===== src/rtl/shift_clock_ctrl.sv =====
// shift_clock_ctrl: run-time controller for the backscatter shift clock.
// Generates clock_out from a programmable half-period. Starts and stops are
// aligned so that a high phase always runs its full length. Half-period
// updates arrive over a valid/ready handshake and take effect on a toggle
// boundary, or at once while idle.
//
// Ports:
//   clock_in  - single clock, rising edge
//   reset     - synchronous, active-high
//   run       - level request: 1 = run, 0 = stop
//   cfg_valid - new half-period offered
//   cfg_half  - requested half-period (0 is rejected)
//   cfg_ready - a config can be accepted
//   cfg_err   - one-cycle pulse when a half-period of 0 is rejected
//   applied   - one-cycle pulse when a new half-period takes effect
//   clock_out - generated shift clock
//   edge_stb  - high in each cycle where clock_out holds a newly toggled value
//   busy      - controller is not idle
module shift_clock_ctrl #(
  parameter int unsigned CNT_W        = 12,
  parameter int unsigned DEFAULT_HALF = 5
) (
  input  logic             clock_in,
  input  logic             reset,
  input  logic             run,
  input  logic             cfg_valid,
  input  logic [CNT_W-1:0] cfg_half,
  output logic             cfg_ready,
  output logic             cfg_err,
  output logic             applied,
  output logic             clock_out,
  output logic             edge_stb,
  output logic             busy
);

  typedef enum logic [1:0] {
    IDLE     = 2'd0,
    RUN      = 2'd1,
    STOPPING = 2'd2
  } state_t;

  state_t           state;
  logic [CNT_W-1:0] counter;
  logic [CNT_W-1:0] active_half;
  logic [CNT_W-1:0] pending_half;
  logic             pending;

  logic accept;
  logic accept_ok;
  logic tog;

  assign cfg_ready = ~pending;
  assign busy      = (state != IDLE);
  assign accept    = cfg_valid & cfg_ready;
  assign accept_ok = accept & (cfg_half != '0);
  // active_half is never 0, so the subtraction cannot wrap.
  assign tog       = (counter == active_half - CNT_W'(1));

  always_ff @(posedge clock_in) begin
    if (reset) begin
      state        <= IDLE;
      counter      <= '0;
      clock_out    <= 1'b0;
      edge_stb     <= 1'b0;
      applied      <= 1'b0;
      cfg_err      <= 1'b0;
      pending      <= 1'b0;
      pending_half <= '0;
      active_half  <= CNT_W'(DEFAULT_HALF);
    end else begin
      edge_stb <= 1'b0;
      applied  <= 1'b0;
      cfg_err  <= accept & (cfg_half == '0);

      unique case (state)
        IDLE: begin
          counter   <= '0;
          clock_out <= 1'b0;
          // A config accepted on the very edge that entered IDLE is left
          // pending; it is applied here on the first idle cycle.
          if (pending) begin
            active_half <= pending_half;
            pending     <= 1'b0;
            applied     <= 1'b1;
          end else if (accept_ok) begin
            active_half <= cfg_half;
            applied     <= 1'b1;
          end
          if (run) state <= RUN;
        end

        RUN, STOPPING: begin
          if (state == RUN && !run && !clock_out) begin
            // Stop during a low phase: truncate it, no further toggle.
            state   <= IDLE;
            counter <= '0;
            if (pending) begin
              active_half <= pending_half;
              pending     <= 1'b0;
              applied     <= 1'b1;
            end else if (accept_ok) begin
              pending_half <= cfg_half;
              pending      <= 1'b1;
            end
          end else begin
            if (state == RUN && !run) state <= STOPPING;
            if (tog) begin
              counter   <= '0;
              clock_out <= ~clock_out;
              edge_stb  <= 1'b1;
              // Falling toggle with a stop requested ends the run. This
              // covers both STOPPING and a stop arriving on the toggle edge.
              if (clock_out && (state == STOPPING || !run)) state <= IDLE;
              if (pending) begin
                active_half <= pending_half;
                pending     <= 1'b0;
                applied     <= 1'b1;
              end
            end else begin
              counter <= counter + CNT_W'(1);
            end
            // Acceptance requires !pending, so this never collides with the
            // apply above; a toggle on the accept edge uses the old value.
            if (accept_ok) begin
              pending_half <= cfg_half;
              pending      <= 1'b1;
            end
          end
        end

        default: begin
          state     <= IDLE;
          counter   <= '0;
          clock_out <= 1'b0;
        end
      endcase
    end
  end

endmodule


===== config.mk =====
export PLATFORM = sky130hd
export DESIGN_NAME = shift_clock_ctrl
export DESIGN_NICKNAME = d
export VERILOG_FILES = /design/src/rtl/shift_clock_ctrl.sv
export SDC_FILE = /design/constraint.sdc
export NUM_CORES = 1
export LEC_CHECK = 0
export CAP_MARGIN = 10
export CORE_UTILIZATION = 40
export DETAILED_ROUTE_END_ITERATION = 7
export GPL_TIMING_DRIVEN = 1
export PLACE_DENSITY = 0.65
export SLEW_MARGIN = 15
export SYNTH_ARGS = -nofsm -noshare
export SYNTH_HDL_FRONTEND = slang
export SYNTH_SLANG_ARGS = --single-unit
export TNS_END_PERCENT = 30

===== constraint.sdc =====
create_clock -name clock_in -period 6 [get_ports clock_in]
set_input_delay 1.2 -clock clock_in [delete_from_list [all_inputs] [get_ports clock_in]]
set_output_delay 1.2 -clock clock_in [all_outputs]
set_load 0.01 [all_outputs]

==> results.md <==
### Drt
* 0 — remaining antenna violation count
* 4 — Pre-antenna DRT Iters
* 15.2 µm — wire per inst
* 0 — DRC violation count after routing
* 5.92 — via density per instance
* 2345 — vias post-DR
* 67 — initial detailed-routing violation count
* 6010 µm — drt total wl

### Synthesis
* 55 — Distinct cells, synth
* 340 — net count of the mapped netlist
* 31.4% — sequential share of the synthesized area
* dfxtp_1 — commonest register cell after synthesis
* 0% — Async S/R FF share, synth
* 0.00274 mm² — synthesized cell area
* 318 — Post-Synthesis Cells
* 0 — number of enable flip-flop cells after synthesis
* 0 — YS warnings
* 8.62 µm² — Synth Area per Inst
* 43 — flops & latches, synth

### Clock network
* 2 — H-tree levels
* 0.30 ns — clock latency on the worst-skew pair
* 2 — maximum buffer depth of the clock tree
* 0 — hold_buf cts
* 0 — Resized Gates After CTS
* 5 — CTS buffer count
* 43 — Clock Sink Count
* clkbuf_8 — Root Buffer
* built — clock tree from TritonCTS
* 0.09 ns — register clock-pin slew on the reported worst setup and hold paths
* 0 — Setup Buffers After CTS

### Finish
* 46.7% — Layout Utilization
* 340 — Final Net Count
* 7.84% — fraction of layout cells with a size suffix above 1
* 0 — number of antenna repair diodes
* dfxtp_1, mux2i_1, clkdlybuf4s50_1 — commonest cells after routing, fill and taps aside
* 10.6% — P&R area growth vs syn
* 396 — non-filler instance count after layout
* 624 — number of filler instances in the final layout
* dfxtp_1 — most common library cell in the layout ignoring fill and taps

### Floorplan
* 22 — num ports
* 42.2% — starting density of the core
* 0.00719 mm² — total die area
* 0.00649 mm² — Core Box Area
* 84.8 µm — die width
* 29 — site row count
* 84.8 µm — Chip Height

### Critical path
* register to register — type of the worst setup path
* 2.44 ns — worst reg2reg setup slack
* register — startpoint kind of the worst setup timing path
* 8 — depth of the most critical reg-to-reg path
* 6.14 ns — worst endpoint required time
* 3.71 ns — data arrival time at the worst-slack endpoint
* 13 — Max Fanout on Critical Path
* active_half[0] — origin of the critical flop-to-flop path
* counter[3] — capturing point of the worst reg2reg path
* register — crit end category

### STA
* 0 — number of failing setup endpoints in the final timing report
* 30.0% — worst slew margin relative to its limit
* 0 ns — setup total negative slack
* false — unrepaired setup endpoints after global routing
* 0.500 ns — worst hold margin
* 59.4% — final clock period utilization by the worst path
* 0.281 GHz — Fmax
* 1.05 ns — slew of the pin with the lowest slew margin
* 0 — final slew viol count
* 0 — Hold Fails Final Rpt
* 0.00582 ns — worst-case clock skew
* 3.56 ns — minimum period implied by the final worst setup slack

### Job
* 0 — max cap viols

### GRT
* 3.34% — met3 Track Usage GR
* 27.9% — met2 Track Usage GR
* 10600 µm — global-route wire length before repair
* 46 — largest net degree at the start of global routing
* 2134 — vias in the first global route
* 26.2% — global-route met1 utilization
* 0 — number of antenna violations at the first check in global routing
* 0 — total gr overflow
* met2 — global routing's busiest layer
* 18.1% — Global Route Usage Sum

### Placement
* 21 — quantity of I/O buffers inserted on ports
* 0.770 — GP Congestion
* 4240 µm — half-perimeter wire length of the detailed placement result
* 388 — cell total after placement

### Power and ir drop
* 238 mW/mm² — total power divided by cell area
* 0.000136 V — peak supply drop
* 721 µW — Power Total
* 0.982 nW — leak pwr

### Hold path
* pending_half[10] — end point of the most critical hold path
* register to register — path class of the lowest-slack min-delay path
* pending_half[10] — startpoint of the worst hold path
* 2 — count of cells along the worst hold path

### Outcome
* finished, final reports clean — status

-- worst max path at each step --
stage	slack (ns)	to	depth (start not counted)	from
6_report	2.44	counter[3]	8	active_half[0]
5_1_grt	2.04	counter[10]	8	active_half[0]
4_1_cts	2.37	counter[3]	8	active_half[0]
3_5_place_dp	2.22	active_half[9]	7	cfg_half[6]
3_3_place_gp	2.26	active_half[2]	7	cfg_half[6]
2_1_floorplan	3.16	active_half[10]	7	cfg_half[6]
-- where the power goes --
part | switching [mW] | internal [mW]
clock network | 0.107 | 0.0941
logic | 0.117 | 0.0801
registers | 0.0225 | 0.301
total | 0.246 | 0.475
-- per-stage QoR --
step	setup WS (ns)	cell area [µm²]
after floorplan	3.16	2740
after global placement	2.26	2920
after detailed placement	2.22	2920
after CTS	2.37	3020
after global routing	2.04	3030
final	2.44	3030
-- logic make-up (layout without fill, tap and decap cells) --
family,after synthesis,count (layout),share of synthesized area (%)
simple gates,112,112,23.7
compound gates,69,69,19.0
buf+inv,40,41,6.57
flops,43,43,31.4
xor+xnor,23,23,7.35
mux,25,25,9.27
fa+ha+maj,6,6,2.74
-- registers in the layout (all words and copies together), names as in the netlist --
name	cells
applied	1
pending	1
pending_half	12
cfg_err	1
edge_stb	1
clock_out	1
counter	12
active_half	12
state	2
-- routing by layer --
metal  wire, µm  vias to the layer above  share of wire [%]
li1           -                     1211                  -
met1       3130                     1086                 52
met2       2610                       39                 43
met3        192                        9                3.2
met4         76                        0                1.3
met5          0                        -                  0
-- critical path, stage by stage, from the launching register on --
cell,delay [ns]
dfxtp_1,0.37
inv_1,0.08
ha_1,0.24
or3b_2,0.52
nor4_1,0.36
o2bb2a_1,0.21
nand4bb_1,0.48
nor2_1,1.00
nor3_1,0.14
-- cell usage after synthesis (4+ instances only) --
| cell | instances | area share, % |
|---|---|---|
| a21oi_1 | 4 | 0.73 |
| a31oi_1 | 10 | 2.3 |
| and3_1 | 4 | 0.91 |
| clkbuf_1 | 20 | 2.7 |
| dfxtp_1 | 43 | 31 |
| ha_1 | 6 | 2.7 |
| inv_1 | 11 | 1.5 |
| mux2i_1 | 22 | 8.0 |
| nand2_1 | 9 | 1.2 |
| nand3_1 | 9 | 1.6 |
| nor2_1 | 21 | 2.9 |
| nor3_1 | 17 | 3.1 |
| nor4_1 | 18 | 4.1 |
| o2111ai_1 | 10 | 3.2 |
| o211ai_1 | 10 | 2.7 |
| o21a_1 | 4 | 1.1 |
| o21ai_0 | 7 | 1.3 |
| o22ai_1 | 4 | 0.91 |
| or3_1 | 14 | 3.2 |
| xnor2_1 | 14 | 4.5 |
| xor2_1 | 9 | 2.9 |
-- final cells by class --
| cell class | instances | area, µm² | area share, % |
|---|---|---|---|
| Timing Repair Buffer | 22 | 218 | 7.18 |
| Inverter | 11 | 41.3 | 1.36 |
| Clock inverter | 2 | 16.3 | 0.537 |
| Clock buffer | 6 | 82.6 | 2.72 |
| Multi-Input combinational cell | 235 | 1720 | 56.6 |
| Tap cell | 77 | 96.3 | 3.18 |
| Sequential cell | 43 | 861 | 28.4 |
Power figures use the tool's default switching activity.
